## config.mk

```make
export PLATFORM = sky130hd
export DESIGN_NAME = dlfloat_dot_sched
export DESIGN_NICKNAME = d
export VERILOG_FILES = /design/src/rtl/dlfloat_pkg.sv /design/src/rtl/dlfloat_rr_arb.sv /design/src/rtl/dlfloat_dot_sched.sv
export SDC_FILE = /design/constraint.sdc
export NUM_CORES = 1
export LEC_CHECK = 0
export ABC_AREA = 1
export BUFFER_PORTS_ARGS = -buffer_cell sky130_fd_sc_hd__buf_2
export CAP_MARGIN = 10
export CORE_MARGIN = 10
export CORE_UTILIZATION = 50
export CTS_CLUSTER_SIZE = 16
export DETAILED_ROUTE_END_ITERATION = 6
export PLACE_DENSITY_LB_ADDON = 0.15
export SLEW_MARGIN = 20
export SYNTH_ARGS = -nofsm -noshare
export SYNTH_HDL_FRONTEND = slang
export SYNTH_SLANG_ARGS = --single-unit
```

## constraint.sdc

```tcl
create_clock -name clk -period 3.5 [get_ports clk]
set_input_delay 0.35 -clock clk [delete_from_list [all_inputs] [get_ports clk]]
set_output_delay 0.35 -clock clk [all_outputs]
set_load 0.1 [all_outputs]
```

## src/rtl/dlfloat_pkg.sv

```systemverilog
// -----------------------------------------------------------------------------
// dlfloat_pkg
// Shared definitions for the DLFloat16 dot-product scheduler: operand width,
// a few DLFloat16 constants and the scheduler state encoding.
// -----------------------------------------------------------------------------
package dlfloat_pkg;

    localparam int DLF_W = 16;

    localparam logic [DLF_W-1:0] DLF_ZERO = 16'h0000;
    localparam logic [DLF_W-1:0] DLF_NAN  = 16'hFFFF;
    localparam logic [DLF_W-1:0] DLF_ONE  = 16'h3E00;

    typedef enum logic [2:0] {
        ST_IDLE,
        ST_CLEAR,
        ST_STREAM,
        ST_DRAIN,
        ST_RESULT
    } sched_state_t;

endpackage

```

## src/rtl/dlfloat_rr_arb.sv

```systemverilog
// -----------------------------------------------------------------------------
// dlfloat_rr_arb
// Two-way round-robin arbiter. A lone requester always wins; when both request,
// the one that was NOT granted last time wins.
//   req        : request vector, one bit per requester
//   last_grant : index of the requester served most recently
//   gnt        : one-hot grant (all zero when nobody requests)
// -----------------------------------------------------------------------------
module dlfloat_rr_arb (
    input  logic [1:0] req,
    input  logic       last_grant,
    output logic [1:0] gnt
);

    always_comb begin
        gnt = 2'b00;
        if (req == 2'b11) begin
            gnt = last_grant ? 2'b01 : 2'b10;
        end else begin
            gnt = req;
        end
    end

endmodule

```

## src/rtl/dlfloat_dot_sched.sv

```systemverilog
// -----------------------------------------------------------------------------
// dlfloat_dot_sched
// Shares one external DLFloat16 multiply-accumulate unit between two
// requesters. A granted job clears the accumulator, streams its N operand
// pairs into the MAC, waits out the MAC pipeline and returns the accumulated
// value tagged with the requester id.
//   clk, rst_n          : clock, asynchronous active-low reset
//   job_valid/job_len   : per-requester job request and pair count
//   job_ready           : one-hot job acceptance (IDLE only)
//   op_valid/op_a/op_b  : per-requester operand stream (16-bit lanes)
//   op_ready            : one-hot operand acceptance (granted lane, STREAM)
//   mac_clr/mac_en      : accumulator clear pulse / accumulate enable
//   mac_a/mac_b         : registered operands to the MAC
//   mac_acc             : accumulator value returned by the MAC
//   res_valid/res_data/res_id/res_ready : result handshake
//   busy                : high whenever a job is in progress
// -----------------------------------------------------------------------------
module dlfloat_dot_sched
    import dlfloat_pkg::*;
#(
    parameter int LEN_W   = 8,
    parameter int MAC_LAT = 2
) (
    input  logic                 clk,
    input  logic                 rst_n,
    input  logic [1:0]           job_valid,
    input  logic [2*LEN_W-1:0]   job_len,
    output logic [1:0]           job_ready,
    input  logic [1:0]           op_valid,
    input  logic [2*DLF_W-1:0]   op_a,
    input  logic [2*DLF_W-1:0]   op_b,
    output logic [1:0]           op_ready,
    output logic                 mac_clr,
    output logic                 mac_en,
    output logic [DLF_W-1:0]     mac_a,
    output logic [DLF_W-1:0]     mac_b,
    input  logic [DLF_W-1:0]     mac_acc,
    output logic                 res_valid,
    output logic [DLF_W-1:0]     res_data,
    output logic                 res_id,
    input  logic                 res_ready,
    output logic                 busy
);

    // Drain counter must be able to hold MAC_LAT (sized for MAC_LAT = 0 too).
    localparam int                DCNT_W     = $clog2(MAC_LAT + 2);
    localparam logic [DCNT_W-1:0] DRAIN_LAST = DCNT_W'(MAC_LAT);

    sched_state_t      state_reg, state_next;
    logic [LEN_W-1:0]  len_reg, len_next;
    logic [LEN_W-1:0]  cnt_reg, cnt_next;
    logic [DCNT_W-1:0] dcnt_reg, dcnt_next;
    logic              id_reg, id_next;
    logic              last_grant_reg, last_grant_next;
    logic              mac_en_reg, mac_en_next;
    logic [DLF_W-1:0]  mac_a_reg, mac_a_next;
    logic [DLF_W-1:0]  mac_b_reg, mac_b_next;
    logic [DLF_W-1:0]  res_data_reg, res_data_next;
    logic              res_id_reg, res_id_next;

    logic [1:0]        gnt;
    logic [LEN_W-1:0]  lane_len [2];
    logic [DLF_W-1:0]  lane_a   [2];
    logic [DLF_W-1:0]  lane_b   [2];

    dlfloat_rr_arb u_arb (
        .req        (job_valid),
        .last_grant (last_grant_reg),
        .gnt        (gnt)
    );

    // Per-lane unpacking and one-hot handshake outputs. job_ready is gated by
    // rst_n so that nothing is acknowledged while reset is held, even though
    // the state register already sits in IDLE.
    generate
        for (genvar gi = 0; gi < 2; gi++) begin : g_lane
            assign lane_len[gi]  = job_len[gi*LEN_W +: LEN_W];
            assign lane_a[gi]    = op_a[gi*DLF_W +: DLF_W];
            assign lane_b[gi]    = op_b[gi*DLF_W +: DLF_W];
            assign op_ready[gi]  = (state_reg == ST_STREAM) && (id_reg == 1'(gi));
            assign job_ready[gi] = rst_n && (state_reg == ST_IDLE) && gnt[gi];
        end
    endgenerate

    always_ff @(posedge clk or negedge rst_n) begin
        if (!rst_n) begin
            state_reg      <= ST_IDLE;
            len_reg        <= '0;
            cnt_reg        <= '0;
            dcnt_reg       <= '0;
            id_reg         <= 1'b0;
            last_grant_reg <= 1'b1;
            mac_en_reg     <= 1'b0;
            mac_a_reg      <= '0;
            mac_b_reg      <= '0;
            res_data_reg   <= '0;
            res_id_reg     <= 1'b0;
        end else begin
            state_reg      <= state_next;
            len_reg        <= len_next;
            cnt_reg        <= cnt_next;
            dcnt_reg       <= dcnt_next;
            id_reg         <= id_next;
            last_grant_reg <= last_grant_next;
            mac_en_reg     <= mac_en_next;
            mac_a_reg      <= mac_a_next;
            mac_b_reg      <= mac_b_next;
            res_data_reg   <= res_data_next;
            res_id_reg     <= res_id_next;
        end
    end

    always_comb begin
        state_next      = state_reg;
        len_next        = len_reg;
        cnt_next        = cnt_reg;
        dcnt_next       = dcnt_reg;
        id_next         = id_reg;
        last_grant_next = last_grant_reg;
        // MAC inputs are zero and enable low unless a pair is handed over.
        mac_en_next     = 1'b0;
        mac_a_next      = '0;
        mac_b_next      = '0;
        res_data_next   = res_data_reg;
        res_id_next     = res_id_reg;

        case (state_reg)
            ST_IDLE: begin
                if (gnt != 2'b00) begin
                    len_next   = lane_len[gnt[1]];
                    id_next    = gnt[1];
                    state_next = ST_CLEAR;
                end
            end
            ST_CLEAR: begin
                cnt_next = '0;
                if (len_reg == '0) begin
                    // Empty job: nothing to accumulate, report zero directly.
                    res_data_next = DLF_ZERO;
                    res_id_next   = id_reg;
                    state_next    = ST_RESULT;
                end else begin
                    state_next = ST_STREAM;
                end
            end
            ST_STREAM: begin
                if (op_valid[id_reg]) begin
                    mac_en_next = 1'b1;
                    mac_a_next  = lane_a[id_reg];
                    mac_b_next  = lane_b[id_reg];
                    cnt_next    = cnt_reg + LEN_W'(1);
                    if (cnt_reg == len_reg - LEN_W'(1)) begin
                        dcnt_next  = '0;
                        state_next = ST_DRAIN;
                    end
                end
            end
            ST_DRAIN: begin
                // The last pair is being issued in the first DRAIN cycle; the
                // accumulator is final MAC_LAT cycles later.
                if (dcnt_reg == DRAIN_LAST) begin
                    res_data_next = mac_acc;
                    res_id_next   = id_reg;
                    state_next    = ST_RESULT;
                end else begin
                    dcnt_next = dcnt_reg + DCNT_W'(1);
                end
            end
            ST_RESULT: begin
                if (res_ready) begin
                    last_grant_next = id_reg;
                    state_next      = ST_IDLE;
                end
            end
            default: begin
                state_next = ST_IDLE;
            end
        endcase
    end

    assign mac_clr   = (state_reg == ST_CLEAR);
    assign mac_en    = mac_en_reg;
    assign mac_a     = mac_a_reg;
    assign mac_b     = mac_b_reg;
    assign res_valid = (state_reg == ST_RESULT);
    assign res_data  = res_data_reg;
    assign res_id    = res_id_reg;
    assign busy      = (state_reg != ST_IDLE);

endmodule

```

# Word level (Yosys, flattened, before mapping)

Cells that the tools add are included.

Bits in registers: 73
Output and inout port bits: 57
Logic and storage cells: 90

Add/sub/neg operators: 3
Order comparisons: 3
Equal/unequal tests: 14
Mux-type cells: 38
Bitwise operators: 3
Reductions and logical operators: 18

Operator list:

| kind                                                                    | number |
|---|---|
| 16-bit 2-to-1 mux                                                       | 12 |
| 8-bit 2-to-1 mux                                                        | 4 |
| 16-bit case mux with 2 select lines                                     | 1 |
| 3-bit 2-to-1 mux                                                        | 6 |
| 8-bit case mux with 2 select lines                                      | 1 |
| 3-bit case mux with 5 select lines                                      | 1 |
| 2-bit 2-to-1 mux                                                        | 5 |
| 2-bit by 1-bit inequality test with 1-bit output, second input constant | 5 |
| 8-bit by 1-bit adder with 8-bit output, second input constant           | 1 |
| 8-bit equality test                                                     | 1 |
| 8-bit zero test                                                         | 1 |
| 2-bit nonzero test                                                      | 4 |
| 8-bit by 1-bit subtractor with 8-bit output, second input constant      | 1 |
| 3-bit by 2-bit equality test with 1-bit output, second input constant   | 2 |
| 1-bit 2-to-1 mux                                                        | 6 |
| 2-bit AND reduction                                                     | 3 |
| 1-bit logical AND                                                       | 5 |
| 5-bit AND reduction                                                     | 1 |
| 2-bit equality test, second input constant                              | 2 |
| 2-bit greater-or-equal comparator, second input constant                | 2 |
| 2-bit inequality test, second input constant                            | 2 |
| 1-bit inverter with 2-bit output                                        | 2 |
| 2-bit case mux with 2 select lines                                      | 1 |
| 4-bit AND reduction                                                     | 1 |
| 9 further kinds                                                         | 9 |

# Depth between registers and ports, before layout

Gate-level depths: netlist of the first run.

Depth in word-level cells: 6
Gate-level depth with buffers: 14

# Cells and area by module

Synthesis of the first run repeated with hierarchy kept, for this count alone.

Cell total of the unflattened synthesis: 436
Area total of the unflattened synthesis: 3,542.1 um2

By module, submodules not included:

| module            | times used | cells each | area an instance (um2) | sequential area each (um2) |
|---|---|---|---|---|
| dlfloat_dot_sched | 1          | 431        | 3,520.9                | 1,828.0 |
| dlfloat_rr_arb    | 1          | 5          | 21.3                   | 0.0 |

# Worst setup path before layout of the first run

OpenSTA, ideal clock, no wires.

Kind: reg-to-reg
Start point: register state_reg[1]
End point: register last_grant_reg
Setup time: 0.086 ns
Data arrival time: 2.958 ns
Slack: 0.457 ns
Cell stages (with the launch flop): 4
Buffers on the path: 0
Cell sequence: dfrtp_1 > nor3_1 > nand2_1 > o21ai_0

Longest elaborated chain between the ends: 2

Ends and longest elaborated chain:

| what                          | RTL line                 | RTL |
|---|---|---|
| from (decl)                   | dlfloat_dot_sched.sv:49  | `sched_state_t state_reg, state_next;` |
| from (signal assigned)        | dlfloat_dot_sched.sv:99  | `state_reg <= state_next;` |
| 3-bit equality test           | n/a                      |  |
| net res_valid                 | dlfloat_dot_sched.sv:38  | `output logic res_valid,` |
| 2-bit AND reduction (no line) | n/a                      |  |
| to (signal assigned)          | dlfloat_dot_sched.sv:104 | `last_grant_reg <= last_grant_next;` |
| to (decl)                     | dlfloat_dot_sched.sv:54  | `logic last_grant_reg, last_grant_next;` |

The timed path passes the listed nets, and every way through them passes these cells.
A chain may end at the register's enable or synchronous reset.

# Worst setup path after layout of the first run

Start point: register last_grant_reg
End point: output job_ready[1]

Longest elaborated chain between the ends: 3

Ends and longest elaborated chain:

| what              | RTL line                | RTL |
|---|---|---|
| 2-bit 2-to-1 mux  | dlfloat_rr_arb.sv:18    | `gnt = last_grant ? 2'b01 : 2'b10;` |
| 2-bit 2-to-1 mux  | dlfloat_rr_arb.sv:17    | `if (req == 2'b11) begin` |
| 1-bit logical AND | dlfloat_dot_sched.sv:81 | `assign job_ready[gi] = rst_n && (state_reg == ST_IDLE) && gnt[gi];` |
| to (decl)         | dlfloat_dot_sched.sv:28 | `output logic [1:0] job_ready,` |

Every way passes these cells.

==> qor.yml, run 1 <==
cts_setup_buffers: 0
initial_utilization: 0.511
cts_made_buffers: 9
antenna_found_initial: 0
required_ns: 3.15
max_stage_delay_ns: 0.44
area.growth.synth_to_final_pct: 30.2
syn_area_per_cell_um2: 8.03
vias_per_cell: 4.91
hpwl_um: 8110
fin_hold_ws_ns: 0.236
h-tree-depth: 3
finalHoldViolCount: 0
portBuffers: 159
cp_top_family: "buffers and inverters"
setup_viol: 0
ir_drop_mv: 0.387
cts_resized: 0
reg2reg_from: "id_reg"
rsz0062_at_grt: "false"
layout.nets: 693
stdcell_area_um2: 4490
status: "finished, final reports clean"
hold_depth: 3
antennaDiodeCount: 0
cts_num_sinks: 73
syn_inst: 430
grt_overflow_total: 0
multi_input_area_um2: 1410
critPathBufInv: 2
wl_per_cell_um: 15.3
clkTransAtPathRegs_ns: 0.08
yosysUniqueCellTypes: 32
coreArea_um2: 6760
critical_path.cell_chain: "a21oi_2 -> clkinv_1 -> nor2_1 -> buf_2"
fill_cells: 593
path_max_fanout: 10
fin_crit_sh: 0.677
ys_ff_latch: 73
hold_end: "res_data[11]"
max_slew_margin: 0.385
cts_tree: "done"
yosys_warnings: 0
clockBufferDepth: 2
holdBufCountCts: 0
cts-root-buf: "clkbuf_8"
maxSlewViolCount: 0
ant_nets: 0
io_pins: 160
worst_slack_ns: 1.13
drv_cap: 0
start_kind: "register"
dp_slack_ns: 1.21
layout_min_cycle_time_ns: 2.37
syn-num-nets: 536
cp-end-kind: "output pin"
drt_iter0_drc: 130
arrival_ns: 2.02
drive_gt1_frac: 0.334
drc: 0
routed_wl_um: 10300
placed_cell_area_um2: 4300
rrSetupSlack_ns: 1.20
clock_latency_ns: 0.34
die_area_um2: 10600
rr_worst_depth: 10
grt_max_degree: 74
r2r-end: "cnt_reg[7]"
gp_congestion: 0.847
seq_area_frac_synth: 0.530
worst-setup-path-type: "register to output pin"
hold_start: "mac_acc[11]"
regArea_um2: 1830
powerDensity_nw_per_um2: 841
dieWidth_um: 103
crit_path_top_delay_cell: "buf_2"
fin_worst_skew_ns: 0.0134
dr_total_vias: 3297
die_h_um: 103
leakage_nw: 2.62
drt_first_pass_iters: 4
worst-slew-pin-transition_ns: 0.922
syn_area_um2: 3450
grt_pass1_wl_um: 16300
hp-class: "input port to register"
max_freq_ghz: 0.422
finalSetupTns_ns: 0
grt_pass1_vias: 3424
rows: 30
grt_use_total: 0.197
-- cells in the final DEF, fill, tap and decap left out --
cell and n:
nand2_2 2, nor2_4 2, nand3_1 30, clkinv_4 1, o22ai_1 7, dfstp_2 1
ha_1 3, xor2_1 2, dfrtp_1 72, o21ai_0 17, nor3_2 1, nand2_4 1
clkbuf_1 1, nand2_1 152, xnor2_1 2, clkinv_2 2, clkbuf_8 10, nor2_2 4
nand3b_1 1, a21oi_2 1, o21ai_2 1, inv_4 1, nor4_1 1, clkinvlp_4 1
o21ai_1 2, nor3_1 7, nand3_4 2, buf_4 3, inv_1 31, bufinv_16 1
inv_2 6, a21oi_1 38, clkinv_1 1, nor2_1 27, buf_2 158
-- through the flow --
| step | total power, W | instances | util |
|---|---|---|---|
| floorplan | 0.00276 | 430 | - |
| global placement | 0.00312 | 656 | 0.636 |
| detailed placement | 0.00315 | 656 | 0.636 |
| CTS | 0.00381 | 672 | 0.665 |
| global route | 0.00404 | 672 | 0.665 |
| finish | 0.00378 | 672 | 0.665 |
-- layer usage --
layer / GRT usage / vias up / wire (um)
li1: - / 1682 / -
met1: 0.205 / 1495 / 3880
met2: 0.339 / 102 / 5220
met3: 0.0992 / 18 / 1000
met4: 0.0652 / 0 / 187
met5: 0 / - / 0
-- where the power goes --
group / switching (W) / total, W / leakage (nW) / internal, W
Combinational: 0.00158 / 0.00200 / 1.53 / 0.000415
Clock: 0.000310 / 0.000658 / 0.0993 / 0.000348
Sequential: 0.000108 / 0.00113 / 0.987 / 0.00102
-- area by class of cell --
type	instances	share of cell area
sequential	73	0.407
clock buffer	11	0.0315
clock inverter	5	0.0125
timing repair buffer	161	0.181
multi-input combinational	303	0.313
inverter	39	0.0331
tap	80	0.0223
-- kinds of logic (layout without fill, tap and decap cells) --
group | count (synthesis) | count (layout) | share of synthesized area
and+or+nand+nor | 230 | 230 | 0.286
DFF | 73 | 73 | 0.530
AOI/OAI and AO/OA | 66 | 66 | 0.100
buffers and inverters | 54 | 216 | 0.0631
xor gates and xnor gates | 4 | 4 | 0.0102
adders and majority gates | 3 | 3 | 0.0109
-- worst reg2reg max path, cell delays in order, from the launching register on --
cell and delay [ns]:
dfrtp_1 0.36, buf_4 0.24, inv_4 0.31, nand2_1 0.09, nand2_1 0.11, nand2_2 0.37, nand2_4 0.27, nand3_4 0.10
nor3_2 0.16, o21ai_0 0.10, a21oi_1 0.12
-- cell usage after synthesis --
library cell / instances / area, um2
xor2_1: 2 / 17.5
clkinv_1: 1 / 3.75
nand3b_1: 1 / 7.51
dfrtp_1: 72 / 1800
buf_1: 3 / 11.3
o22ai_1: 7 / 43.8
clkbuf_1: 9 / 33.8
dfstp_2: 1 / 26.3
inv_2: 6 / 22.5
a21oi_2: 1 / 8.76
nor3_2: 1 / 10.0
a21oi_1: 38 / 190
nand3_4: 2 / 35.0
nor2_4: 2 / 22.5
buf_6: 1 / 11.3
ha_1: 3 / 37.5
buf_4: 1 / 7.51
nor3_1: 7 / 35.0
nand3_1: 30 / 150
nor2_2: 4 / 25.0
nor4_1: 1 / 6.26
o21ai_0: 17 / 85.1
o21ai_2: 1 / 8.76
inv_1: 31 / 116
nor2_1: 27 / 101
buf_2: 1 / 5.00
xnor2_1: 2 / 17.5
nand2_2: 2 / 12.5
o21ai_1: 2 / 10.0
nand2_4: 1 / 11.3
nand2_1: 152 / 571
inv_4: 1 / 6.26
-- how the worst max path moves through the flow --
stage	from	endpoint	slack (ns)	cells past startpoint
6_report	last_grant_reg	job_ready[1]	1.13	4
5_1_grt	id_reg	cnt_reg[7]	0.88	10
4_1_cts	last_grant_reg	job_ready[1]	1.09	4
3_5_place_dp	id_reg	cnt_reg[7]	1.21	10
3_3_place_gp	id_reg	cnt_reg[4]	1.26	11
2_1_floorplan	state_reg[1]	last_grant_reg	0.46	3
(Power assumes the default switching activity.)
==> inputs of run 2 (changes only) <==
- CORE_UTILIZATION: 50 -> 42
- clock period: 3.5 -> 2.1 ns (I/O delays scaled with it)
==> run 2 against run 1 <==
Net effect:
- via count is 2.5% higher
- worst setup slack worse by 0.95 ns
- sequential power is 70% higher
- clock power is 73% higher
- critical path type unchanged
- clock-buffer cell count is 1 lower
- global-route usage is 2.4 points lower
- die area is 15% higher
- utilization is 9.1 points lower
==> qor.yml, run 2 (same netlist as run 1, synthesis figures left out) <==
gp_congestion: 0.890  # +5.1%
stdcell_area_um2: 4650  # +3.5%
placed_cell_area_um2: 4430  # +3.1%
layout.nets: 700  # +1.0%
powerDensity_nw_per_um2: 1400  # +66%
die_h_um: 111  # +7.3%
arrival_ns: 1.71  # -0.31 ns
worst_slack_ns: 0.179  # -0.952 ns
cts-root-buf: "clkbuf_8"
clock_latency_ns: 0.34  # about the same
dp_slack_ns: 0.349  # -0.860 ns
fin_total_pwr_w: 0.00649  # +72%
required_ns: 1.89  # -1.26 ns
rows: 33  # +10%
cts_num_sinks: 73  # unchanged
drc: 0  # unchanged
maxSlewViolCount: 0  # unchanged
h-tree-depth: 3  # unchanged
initial_utilization: 0.427  # -0.0844
layout_min_cycle_time_ns: 1.92
drt_iter0_drc: 97  # -25%
path_max_fanout: 5  # -5
die_area_um2: 12200  # +15%
worst-setup-path-type: "register to output pin"
vias_per_cell: 4.78  # -2.5%
leakage_nw: 2.65  # +1.5%
mostFrequentLayoutCell: "buf_2"
drv_cap: 0  # unchanged
grt_max_degree: 51  # -31%
ant_nets: 0  # unchanged
finalHoldViolCount: 0  # unchanged
antenna_found_initial: 3  # +3
clockBufferDepth: 2  # unchanged
grt_pass1_vias: 3572  # +4.3%
drt_first_pass_iters: 4  # unchanged
cts_setup_buffers: 0  # unchanged
grt_overflow_total: 0  # unchanged
fin_crit_sh: 0.915
cp-end-kind: "output pin"
clkTransAtPathRegs_ns: 0.08  # about the same
cts_tree: "done"
hpwl_um: 8600  # +6.1%
routed_wl_um: 10800  # +5.3%
max_freq_ghz: 0.520
most-common-layout-cells: "buf_2 (154), nand2_1 (152), dfrtp_1 (72)"
max_slew_margin: 0.573  # +0.188
ir_drop_mv: 0.644  # +66%
wl_per_cell_um: 15.3  # +0.24%
grt_pass1_wl_um: 17500  # +7.5%
drive_gt1_frac: 0.347  # +0.0128
fill_cells: 797  # +34%
rsz0062_at_grt: "false"
status: "finished, final reports clean"
dr_total_vias: 3378  # +2.5%
area.growth.synth_to_final_pct: 34.7
grt_use_total: 0.173  # -0.0242
dieWidth_um: 111  # +7.3%
coreArea_um2: 8090  # +20%
start_kind: "register"
fin_util: 0.575  # -0.0907
worst-slew-pin-transition_ns: 0.640  # -0.282 ns
setup_viol: 0  # unchanged
io_pins: 160  # unchanged
hp-class: "input port to register"
portBuffers: 159  # unchanged
cts_made_buffers: 9  # unchanged
fin_worst_skew_ns: 0.00859  # -0.00476 ns
run 2: changes by cell type in the layout (fill, tap and decap cells not counted), moves of 2 or more:
cell        change
buf_4           +6
nor2_1          -2
nor2_2          +2
clkinvlp_4      +2
buf_2           -4
diode_2         +2
buf_12          +3
run 2: cell type report:
cell class              count  area [um2]  area share
flip-flops and latches     73        1830       0.393
multi-input cells         303        1420       0.305
repair buffers            168         916       0.197
inverters                  39         149      0.0320
clock buffers              10         138      0.0296
well taps                 105         131      0.0283
clock inverters             6        66.3      0.0143
diodes                      2        5.00     0.00108
run 2: layer usage:
layer | vias to the layer above | track usage | routed length (um)
met3 | 14 | 0.0915 | 1100
met4 | 2 | 0.0538 | 193
met5 | - | 0 | 13
met1 | 1548 | 0.178 | 4120
li1 | 1699 | - | -
met2 | 115 | 0.298 | 5410
run 2: repair_timing:
| action | 4_1_cts | 5_1_grt |
|---|---|---|
| resized for setup | 0 | 1 |
| endpoints found under the hold margin | 23 | 0 |
| setup endpoints to repair | 0 | 1 |
| hold buffers | 1 | 0 |
run 2: final timing paths:
| path | startpoint | to | slack (ns) | cells past startpoint |
|---|---|---|---|---|
| worst max-delay path | state_reg[0] | op_ready[0] | 0.18 | 6 |
| worst max register to register | len_reg[0] | res_id | 0.34 | 9 |
| min in group asynchronous | rst_n | cnt_reg[5] | 0.30 | 2 |
| max in group asynchronous | rst_n | mac_b[7] | 0.84 | 3 |
| worst min-delay path | mac_acc[2] | res_data[2] | 0.1 | 3 |
| worst min register to register | res_data[8] | res_data[8] | 0.47 | 2 |
run 2: power breakdown:
group / leakage [nW] / internal [W] / switching, W / total, W
clock network: 0.0949 / 0.000583 / 0.000552 / 0.00114
registers: 0.987 / 0.00170 / 0.000222 / 0.00192
logic: 1.57 / 0.000774 / 0.00267 / 0.00344
run 2: worst max-delay path, stage by stage, from the launching register on:
cell	delay [ns]
dfrtp_1	0.43
inv_1	0.08
nand2_1	0.10
nor2_4	0.16
inv_1	0.13
nor2_1	0.10
clkbuf_4	0.35
run 2: stage by stage:
step	TNS [ns]	hold slack, ns	cells
after floorplan	-0.465	-0.0856	430
final	0	0.0954	706
after global routing	0	0.0733	705
after global placement	0	0.128	687
after detailed placement	0	0.134	687
after CTS	0	0.0838	704
==> inputs of run 3 (changes only) <==
- SKIP_CTS_REPAIR_TIMING: default -> 1
- clock period: 2.1 -> 1.6 ns (I/O delays scaled with it)
==> run 3 against run 2 <==
Net effect:
- the flow now finishes with violations (setup timing)
- power increased by 54%
- sequential share of layout area decreased by 4.3 points
- die area did not move
- clock-buffer cell count is 2 higher
- cell count grew 4.1%
- clock skew about the same
- register-to-register slack worse by 0.33 ns
- worst hold slack got worse by 0.048 ns
- first-iteration DRC count grew 24%
- sequential power up 28%
==> qor.yml, run 3 (same netlist as run 1, synthesis figures left out) <==
ir_drop_mv: 0.972  # +51%
rows: 33  # unchanged
max_stage_delay_ns: 0.38  # -0.05 ns
grt_max_degree: 74  # +45%
drc: 0  # unchanged
wl_met3_um: 940  # -15%
worst-setup-path-type: "register to output pin"
finalHoldViolCount: 0  # unchanged
mostFrequentLayoutCell: "buf_2"
critical_path.cell_chain: "inv_2 -> nand2_4 -> nor2_4 -> inv_4 -> nor2_4 -> buf_12"
crit_path_top_delay_cell: "dfrtp_1"
dieWidth_um: 111  # unchanged
top_layer_used: "met4"
status: "complete, but fails checks"
leakage_nw: 2.91  # +9.6%
antennaDiodeCount: 0  # -2
ant_nets: 0  # unchanged
vias_per_cell: 4.79  # about the same
grt_pass1_wl_um: 17300  # -1.3%
die_area_um2: 12200  # unchanged
start_kind: "register"
most-common-layout-cells: "buf_2 (151), nand2_1 (143), dfrtp_1 (72)"
clock_latency_ns: 0.34  # about the same
required_ns: 1.44  # -0.45 ns
fill_cells: 746  # -6.4%
antenna_found_initial: 0  # -3
routed_wl_um: 11300  # +4.5%
max_freq_ghz: 0.622
cts_made_buffers: 9  # unchanged
dp_slack_ns: -0.0725  # -0.421 ns
maxSlewViolCount: 0  # unchanged
rsz0062_at_grt: "true"
critPathMostFrequentCell: "nor2_4"
placed_cell_area_um2: 4670  # +5.5%
cts-root-buf: "clkbuf_8"
stdcell_area_um2: 5220  # +12%
hp-class: "input port to register"
powerDensity_nw_per_um2: 1910  # +37%
cts_tree: "done"
wl_met2_um: 5830  # +7.8%
coreArea_um2: 8090  # unchanged
fin_total_pwr_w: 0.00998  # +54%
drt_first_pass_iters: 5  # +1
worst_slack_ns: -0.00663  # -0.185 ns
gp_congestion: 0.852  # -4.3%
violations: "setup timing"
portBuffers: 159  # unchanged
cts_num_sinks: 73  # unchanged
grt_overflow_total: 0  # unchanged
place_inst: 702  # +2.2%
die_h_um: 111  # unchanged
initial_utilization: 0.427  # unchanged
arrival_ns: 1.45  # -0.26 ns
setup_viol: 1  # +1
h-tree-depth: 3  # unchanged
io_pins: 160  # unchanged
layout_min_cycle_time_ns: 1.61
dr_total_vias: 3520  # +4.2%
cp-end-kind: "output pin"
wl_per_cell_um: 15.4  # +0.37%
drt_iter0_drc: 120  # +24%
fin_worst_skew_ns: 0.00873  # +0.000136 ns
drive_gt1_frac: 0.417  # +0.0702
clkTransAtPathRegs_ns: 0.08  # about the same
path_max_fanout: 4  # -1
route.layer.met1.wl_um: 4400  # +6.9%
grt_pass1_vias: 3700  # +3.6%
fin_crit_sh: 1.00
fin_hold_ws_ns: 0.0473  # -0.0481 ns
area.growth.synth_to_final_pct: 51.1
max_slew_margin: 0.661  # +0.0877
layout.nets: 731  # +4.4%
fin_cells: 735  # +4.1%
drv_cap: 0  # unchanged
clockBufferDepth: 2  # unchanged
grt_use_total: 0.169  # -0.00467
hpwl_um: 8300  # -3.5%
worst-slew-pin-transition_ns: 0.512  # -0.128 ns
-- run 3: worst paths after layout --
| check | start | to | slack, ns | cells after the start |
|---|---|---|---|---|
| max | state_reg[2] | op_ready[1] | -0.007 | 6 |
| min | mac_acc[12] | res_data[12] | 0.05 | 3 |
| max reg2reg | len_reg[0] | dcnt_reg[0] | 0.01 | 11 |
| min reg2reg | res_data[10] | res_data[10] | 0.48 | 2 |
| max in group asynchronous | rst_n | last_grant_reg | 0.86 | 3 |
| min in group asynchronous | rst_n | cnt_reg[3] | 0.42 | 3 |
-- run 3: layout make-up --
class	count	area [um2]	share of cell area
flip-flops and latches	73	1830	0.350
multi-input cells	306	1630	0.313
repair buffers	196	1240	0.239
inverters	39	156	0.0300
clock buffers	12	145	0.0278
well taps	105	131	0.0252
clock inverters	4	76.3	0.0146
-- run 3: worst max-delay path, delay by kind of cell (launching register included) --
family / cells / cell delay (ns)
buf+inv: 3 / 0.35
flops: 1 / 0.38
simple gates: 3 / 0.37
-- run 3: where the power goes --
group | switching [W] | internal (W) | total [W]
clock network | 0.000690 | 0.000926 | 0.00162
logic | 0.00407 | 0.00184 | 0.00591
registers | 0.000228 | 0.00223 | 0.00246
-- run 3: through the flow --
step,setup TNS [ns],util
finish,-0.00663,0.645
global route,-0.916,0.645
CTS,-1.68,0.604
detailed placement,-0.330,0.577
global placement,-0.0215,0.577
floorplan,-2.13,-
-- run 3: routing by layer --
metal | up-vias | global-route usage
li1 | 1769 | -
met2 | 108 | 0.294
met4 | 0 | 0.0625
met5 | - | 0
met3 | 11 | 0.0611
met1 | 1632 | 0.182
